`src/rtl/uart_avm_arbiter_if.sv`:
```
// Avalon-MM master bundle between the requester arbiter and the RS232 UART.
// The arbiter uses the master modport; the UART (or a bench model) uses the slave one.
interface uart_avm_arbiter_if;
    logic [4:0]  avm_address;
    logic        avm_read;
    logic [31:0] avm_readdata;
    logic        avm_write;
    logic [31:0] avm_writedata;
    logic        avm_waitrequest;

    modport master (
        output avm_address, avm_read, avm_write, avm_writedata,
        input  avm_readdata, avm_waitrequest
    );

    modport slave (
        input  avm_address, avm_read, avm_write, avm_writedata,
        output avm_readdata, avm_waitrequest
    );
endinterface

```
`src/rtl/uart_avm_arbiter.sv`:
```
// Shares the UART Avalon-MM master between two byte requesters:
// req 0 = RSA key/ciphertext stream, req 1 = user/sight report sender.
// Each granted request polls STATUS until its ready bit is set, then does one
// RX read or TX write and pulses req_done to its owner. Round-robin by default;
// a poll-miss limit parks a stalled request so the other side is not starved.
// Optional macro ARB_FIXED_PRIO_EN: requester 0 always wins arbitration when
// valid (rr_ptr is then ignored).
module uart_avm_arbiter #(
    parameter int POLL_LIMIT  = 16,
    parameter int RX_BASE     = 0,
    parameter int TX_BASE     = 4,
    parameter int STATUS_BASE = 8,
    parameter int TX_OK_BIT   = 6,
    parameter int RX_OK_BIT   = 7
) (
    input  logic                      avm_clk,
    input  logic                      avm_rst,
    uart_avm_arbiter_if.master        avm,
    input  logic [1:0]                req_valid,
    input  logic [1:0]                req_write,
    input  logic [15:0]               req_wdata,
    output logic [1:0]                req_done,
    output logic [15:0]               req_rdata,
    output logic [1:0]                grant
);

    localparam logic [1:0] ST_IDLE = 2'd0;
    localparam logic [1:0] ST_POLL = 2'd1;
    localparam logic [1:0] ST_DATA = 2'd2;
    localparam logic [1:0] ST_DONE = 2'd3;

    localparam logic [4:0] RX_ADDR     = 5'(RX_BASE);
    localparam logic [4:0] TX_ADDR     = 5'(TX_BASE);
    localparam logic [4:0] STATUS_ADDR = 5'(STATUS_BASE);
    localparam logic [8:0] MISS_LAST   = 9'(POLL_LIMIT);

    logic [1:0]  state;
    logic        owner;      // requester currently holding the bus
    logic        rr_ptr;     // requester preferred at the next arbitration
    logic        wr_flag;    // latched direction of the granted request
    logic [7:0]  wr_byte;    // latched TX byte of the granted request
    logic [7:0]  miss_cnt;   // consecutive not-ready STATUS polls
    logic [4:0]  addr_q;
    logic        read_q;
    logic        write_q;
    logic [31:0] wdata_q;

    logic        win;
    logic        ready_bit;
    logic        miss_last;

    assign avm.avm_address   = addr_q;
    assign avm.avm_read      = read_q;
    assign avm.avm_write     = write_q;
    assign avm.avm_writedata = wdata_q;

    // Pick the IDLE winner and decode the STATUS poll currently on the bus.
    always_comb begin
        // NOTE: every always_comb output gets a value on every path, so no latch is inferred.
`ifdef ARB_FIXED_PRIO_EN
        win = ~req_valid[0];
`else
        win = req_valid[rr_ptr] ? rr_ptr : ~rr_ptr;
`endif
        ready_bit = wr_flag ? avm.avm_readdata[TX_OK_BIT] : avm.avm_readdata[RX_OK_BIT];
        miss_last = ({1'b0, miss_cnt} + 9'd1) >= MISS_LAST;
    end

    // Arbitration FSM: IDLE -> POLL (STATUS) -> DATA (RX/TX) -> DONE -> IDLE.
    always_ff @(posedge avm_clk or posedge avm_rst) begin
        if (avm_rst) begin
            state     <= ST_IDLE;
            owner     <= 1'b0;
            rr_ptr    <= 1'b0;
            wr_flag   <= 1'b0;
            wr_byte   <= 8'h00;
            miss_cnt  <= 8'h00;
            addr_q    <= STATUS_ADDR;
            read_q    <= 1'b0;
            write_q   <= 1'b0;
            wdata_q   <= 32'h0;
            req_done  <= 2'b00;
            req_rdata <= 16'h0000;
            grant     <= 2'b00;
        end else begin
            // NOTE: sequential state uses non-blocking assignments so every decision sees pre-edge values.
            case (state)
                ST_IDLE: begin
                    if (|req_valid) begin
                        owner    <= win;
                        wr_flag  <= req_write[win];
                        wr_byte  <= win ? req_wdata[15:8] : req_wdata[7:0];
                        grant    <= win ? 2'b10 : 2'b01;
                        miss_cnt <= 8'h00;
                        read_q   <= 1'b1;
                        addr_q   <= STATUS_ADDR;
                        state    <= ST_POLL;
                    end
                end

                ST_POLL: begin
                    if (!avm.avm_waitrequest) begin
                        if (!req_valid[owner]) begin
                            // Owner withdrew: drop the bus without done, keep rr_ptr.
                            read_q   <= 1'b0;
                            grant    <= 2'b00;
                            miss_cnt <= 8'h00;
                            state    <= ST_IDLE;
                        end else if (ready_bit) begin
                            miss_cnt <= 8'h00;
                            state    <= ST_DATA;
                            if (wr_flag) begin
                                read_q  <= 1'b0;
                                write_q <= 1'b1;
                                addr_q  <= TX_ADDR;
                                wdata_q <= {24'h0, wr_byte};
                            end else begin
                                addr_q  <= RX_ADDR;
                            end
                        end else if (miss_last) begin
                            // Park the stalled request and hand preference to the other side.
                            read_q   <= 1'b0;
                            grant    <= 2'b00;
                            miss_cnt <= 8'h00;
                            rr_ptr   <= ~owner;
                            state    <= ST_IDLE;
                        end else begin
                            miss_cnt <= miss_cnt + 8'd1;
                        end
                    end
                end

                ST_DATA: begin
                    if (!avm.avm_waitrequest) begin
                        if (!wr_flag) begin
                            if (owner) req_rdata[15:8] <= avm.avm_readdata[7:0];
                            else       req_rdata[7:0]  <= avm.avm_readdata[7:0];
                        end
                        read_q   <= 1'b0;
                        write_q  <= 1'b0;
                        addr_q   <= STATUS_ADDR;
                        req_done <= owner ? 2'b10 : 2'b01;
                        state    <= ST_DONE;
                    end
                end

                ST_DONE: begin
                    req_done <= 2'b00;
                    grant    <= 2'b00;
                    rr_ptr   <= ~owner;
                    state    <= ST_IDLE;
                end

                default: state <= ST_IDLE;
            endcase
        end
    end

endmodule

```
`src/flat_wrapper.sv`:
```
// flat-port wrapper written by rule: the top's interface ports become plain ports
module uart_avm_arbiter_flat 
#(
    parameter int POLL_LIMIT  = 16,
    parameter int RX_BASE     = 0,
    parameter int TX_BASE     = 4,
    parameter int STATUS_BASE = 8,
    parameter int TX_OK_BIT   = 6,
    parameter int RX_OK_BIT   = 7
)
  (avm_clk, avm_rst, req_valid, req_write, req_wdata, req_done, req_rdata, grant, avm_avm_address, avm_avm_read, avm_avm_write, avm_avm_writedata, avm_avm_readdata, avm_avm_waitrequest);
  uart_avm_arbiter_if avm_i ();
  input  logic avm_clk;
  input  logic avm_rst;
  input  logic [1:0] req_valid;
  input  logic [1:0] req_write;
  input  logic [15:0] req_wdata;
  output logic [1:0] req_done;
  output logic [15:0] req_rdata;
  output logic [1:0] grant;
  output wire logic [$bits(avm_i.avm_address)-1:0] avm_avm_address;
  output wire logic [$bits(avm_i.avm_read)-1:0] avm_avm_read;
  output wire logic [$bits(avm_i.avm_write)-1:0] avm_avm_write;
  output wire logic [$bits(avm_i.avm_writedata)-1:0] avm_avm_writedata;
  input wire logic [$bits(avm_i.avm_readdata)-1:0] avm_avm_readdata;
  input wire logic [$bits(avm_i.avm_waitrequest)-1:0] avm_avm_waitrequest;
  assign avm_avm_address = avm_i.avm_address;
  assign avm_avm_read = avm_i.avm_read;
  assign avm_avm_write = avm_i.avm_write;
  assign avm_avm_writedata = avm_i.avm_writedata;
  assign avm_i.avm_readdata = avm_avm_readdata;
  assign avm_i.avm_waitrequest = avm_avm_waitrequest;
  uart_avm_arbiter #(.POLL_LIMIT(POLL_LIMIT), .RX_BASE(RX_BASE), .TX_BASE(TX_BASE), .STATUS_BASE(STATUS_BASE), .TX_OK_BIT(TX_OK_BIT), .RX_OK_BIT(RX_OK_BIT)) u_core (.avm_clk(avm_clk), .avm_rst(avm_rst), .avm(avm_i), .req_valid(req_valid), .req_write(req_write), .req_wdata(req_wdata), .req_done(req_done), .req_rdata(req_rdata), .grant(grant));
endmodule
```
`config.mk`:
```
export PLATFORM = sky130hd
export DESIGN_NAME = uart_avm_arbiter_flat
export DESIGN_NICKNAME = d
export VERILOG_FILES = /design/src/rtl/uart_avm_arbiter_if.sv /design/src/rtl/uart_avm_arbiter.sv /design/src/flat_wrapper.sv
export SDC_FILE = /design/constraint.sdc
export NUM_CORES = 1
export LEC_CHECK = 0
export BUFFER_PORTS_ARGS = -buffer_cell sky130_fd_sc_hd__buf_4
export CORE_MARGIN = 8
export CORE_UTILIZATION = 45
export CTS_CLUSTER_DIAMETER = 60
export DETAILED_ROUTE_END_ITERATION = 12
export PLACE_DENSITY_LB_ADDON = 0.25
export RECOVER_POWER = 100
export SYNTH_ARGS = -nofsm -noshare
export SYNTH_HDL_FRONTEND = slang
export SYNTH_SLANG_ARGS = --single-unit
```
`constraint.sdc`:
```
create_clock -name avm_clk -period 4.9 [get_ports avm_clk]
set_clock_uncertainty 0.05 [all_clocks]
set_input_delay 0.245 -clock avm_clk [delete_from_list [all_inputs] [get_ports avm_clk]]
set_output_delay 0.245 -clock avm_clk [all_outputs]
set_load 0.05 [all_outputs]
```
==> implementation parameters <==
Parameter                              Value

STA
  Hold Violations, Final    0
  Endpoints failing setup    0
  Slew Limit Fails    54
  RSZ-0062 raised after global routing    no
  Achievable Freq    roughly 380 MHz
  Rel. slew slack    -83.1%
  TNS Setup    0 ps
  Min Hold Slack    125 ps
  Actual slew at the worst max-slew pin    2750 ps
  Final Cycle Share    54.4%
  Time the worst path needs with I/O delays and setup    2660 ps

Setup path
  Required @ worst endpoint    5040 ps
  Capture point of the worst reg-to-reg path    u_core.req_rdata[12]
  Arrival time reported for the critical path endpoint    2810 ps
  Worst reg2reg path startpoint    u_core.state[0]
  Launching instance or port of the critical path    u_core.state[0]
  Start-to-end type of the worst setup path    flop to flop
  Endpoint type of the worst setup path    flop
  Worst Reg2Reg Path Length in Cells    5
  Peak fanout along the critical path    8
  Register-to-Register Setup Slack    around 2200 ps
  Type of element launching the critical path    flop

Drt
  Post-detailed-routing wire length    between 5000 and 6000 um
  Post-detailed-route via-to-cell ratio    4.82
  Drt first-iter violations    70
  Number of nets with antenna violations after detailed routing    0
  Via total after detailed routing    about 1800
  Mean routed wirelength per cell    14.5 um
  Drc violations    0
  Router iterations before antenna repair    4

Hold path
  Hold path startpoint    avm_avm_readdata[5]
  Worst hold endpoint    u_core.req_rdata[5]
  Hold Path Stages    2
  Hold Crit Class    primary input to flop

Synthesis
  Area share of the largest cell type after synthesis    48.0%
  Warnings from Yosys    0
  Synth Register Bits    53
  Seq/Total Area, Yosys    49.0%
  Unique masters post-synth    45
  Cell types with the largest area share after synthesis    sky130_fd_sc_hd__dfrtp_1, sky130_fd_sc_hd__mux2_2, sky130_fd_sc_hd__buf_4, sky130_fd_sc_hd__mux2i_1, sky130_fd_sc_hd__o21ai_0
  Most used DFF post-synth    sky130_fd_sc_hd__dfrtp_1
  Most used standard cell by instance count after synthesis    sky130_fd_sc_hd__dfrtp_1
  Avg Inst Size Synth    11.4 um2
  Cell type with the highest aggregate area in the netlist    sky130_fd_sc_hd__dfrtp_1
  Top post-synthesis cells by count    sky130_fd_sc_hd__dfrtp_1, sky130_fd_sc_hd__buf_4, sky130_fd_sc_hd__mux2_2
  Post-synth EDFFs    0
  Post-synthesis cell count    approximately 240
  Netlist Area Pre-Place    between 0.002 and 0.003 mm2
  Share of flip-flops with an asynchronous set or reset    100%

Die
  Horizontal die dimension    93.6 um
  Die area    0.00876 mm2
  Floorplan Core Area    between 0.005 and 0.006 mm2
  Floorplan row count    28
  Initial core utilization    a little under half
  Overall die height    93.6 um
  # IOs    between 100 and 150

Cells and area
  Synth-to-Final Area Change    11.9%
  Final net count    about 360
  Final standard cell area without fillers    0.00303 mm2
  Cell Count, Final, Fillers Out    around 380
  Ratio of cells with drive above 1 in the final layout    21.5%
  Antenna cell count    0
  # fillers    551

CTS
  Resize count post-CTS    0
  Cts bufs inserted    5
  Post-CTS setup repair buffer count    0
  # hold bufs at CTS    0
  Number of levels in the clock H-tree    2
  Clock slew at reported path FFs    100 ps
  Clock sinks    53
  Worst-skew pair later-pin latency    ~300 ps
  Worst-case clock buffer depth    2
  Clock tree from TritonCTS    yes
  Root Buffer Master    sky130_fd_sc_hd__clkbuf_8

Placed design
  Standard cell area after detailed placement    roughly 0.0031 mm2
  Routability congestion estimate    0.792
  HPWL after detailed placement    4120 um
  Instance count after placement with tap cells included    369
  # port buffers    62

Job
  Number of maximum-capacitance constraint violations    1

Global routing
  Met2 demand-to-capacity share in global routing    19.2%
  Largest net degree at the start of global routing    54
  Met1 GRT Util    16.0%
  Peak-usage layer in the global routing report    met2
  Met3 Resource Use GR    under 10%
  Wire length of the first global-routing pass    a little under 9000 um
  Total global-route track usage    12.7%
  Antenna violations before repair    0
  Global route overflow    0
  Number of global-route vias before repair    1844

Power
  Worst ir drop on vdd    0.377 mV
  Power density over the cells    679 mW/mm2
  Overall Power    a little over 2000 uW
  P_leak    0.00151 uW

Status
  Violations in the final reports    capacitance limit, slew limit
  Outcome    finished with violations
==> power breakdown <==
group | total, uW | internal, uW | switching [uW]
sequential | 722 | 615 | 107
combinational | 1100 | 305 | 793
clock | 238 | 99.4 | 138
total | 2060 | 1020 | 1040
==> metrics by stage <==
stage               setup WS (ps)  utilization, %
floorplan                    3100               -
global placement             2860            53.3
detailed placement           2810            53.3
CTS                          2800            54.7
global route                 1640            51.5
finish                       2240            51.5
==> worst max-delay path, stage by stage, from the launching register on <==
cell and delay (ps):
sky130_fd_sc_hd__dfrtp_1 440, sky130_fd_sc_hd__inv_1 120, sky130_fd_sc_hd__ha_1 320, sky130_fd_sc_hd__nand2b_1 160, sky130_fd_sc_hd__nor3b_1 1040, sky130_fd_sc_hd__mux2_2 430
==> registers in the layout (all words and copies together) (netlist names), named ones only <==
register / cells
u_core.req_rdata: 16
u_core.wr_flag: 1
u_core.rr_ptr: 1
u_core.avm.avm_address: 2
u_core.wr_byte: 8
u_core.avm.avm_write: 1
u_core.miss_cnt: 8
u_core.state: 1
u_core.avm.avm_read: 1
u_core.grant: 2
u_core.owner: 1
u_core.avm.avm_writedata: 8
u_core.req_done: 2
==> cells by family after synthesis <==
kind of cell | count (synthesis) | share of synthesized area (%)
simple gates | 51 | 11.7
compound gates | 42 | 9.65
flops | 53 | 49.0
buf+inv | 45 | 10.8
other cells | 1 | 0.138
mux | 39 | 15.5
fa+ha+maj | 7 | 3.23
==> placed cells by master, fill, tap and decap left out, types with 2 or more instances in the layout <==
cell type / count
sky130_fd_sc_hd__dfrtp_1: 52
sky130_fd_sc_hd__clkbuf_1: 35
sky130_fd_sc_hd__ha_1: 7
sky130_fd_sc_hd__a21o_1: 3
sky130_fd_sc_hd__mux2_2: 24
sky130_fd_sc_hd__a21oi_1: 5
sky130_fd_sc_hd__o21ai_0: 18
sky130_fd_sc_hd__and2_0: 3
sky130_fd_sc_hd__conb_1: 27
sky130_fd_sc_hd__a31oi_1: 3
sky130_fd_sc_hd__clkinv_2: 2
sky130_fd_sc_hd__nor3_1: 3
sky130_fd_sc_hd__inv_1: 10
sky130_fd_sc_hd__nand2_1: 19
sky130_fd_sc_hd__mux2i_1: 15
sky130_fd_sc_hd__a21boi_0: 2
sky130_fd_sc_hd__nor2b_1: 4
sky130_fd_sc_hd__nor2_1: 5
sky130_fd_sc_hd__nand2b_1: 3
sky130_fd_sc_hd__nand3_1: 5
sky130_fd_sc_hd__nor3b_1: 2
sky130_fd_sc_hd__clkbuf_8: 5
sky130_fd_sc_hd__buf_4: 30
==> worst max path at each step <==
stage / depth (start not counted) / end
2_1_floorplan: 5 / u_core.req_rdata[10]
3_3_place_gp: 5 / u_core.req_rdata[9]
3_5_place_dp: 5 / u_core.req_rdata[12]
4_1_cts: 5 / u_core.req_rdata[12]
5_1_grt: 3 / u_core.miss_cnt[2]
6_report: 5 / u_core.req_rdata[12]
==> layer usage <==
| layer | vias to the layer above | routed length [um] |
|---|---|---|
| li1 | 887 | - |
| met1 | 859 | 2340 |
| met2 | 64 | 2530 |
| met3 | 7 | 524 |
| met4 | 0 | 64 |
| met5 | - | 0 |
==> final cells by class <==
| cell class | instances | area (um2) | area share [%] |
|---|---|---|---|
| Multi-Input combinational cell | 166 | 1130 | 37.3 |
| Inverter | 10 | 37.5 | 1.24 |
| Sequential cell | 53 | 1330 | 43.8 |
| Clock inverter | 2 | 10.0 | 0.330 |
| Tap cell | 75 | 93.8 | 3.10 |
| Timing Repair Buffer | 65 | 360 | 11.9 |
| Clock buffer | 6 | 72.6 | 2.39 |
No activity file was read; power rests on OpenSTA's default activity.
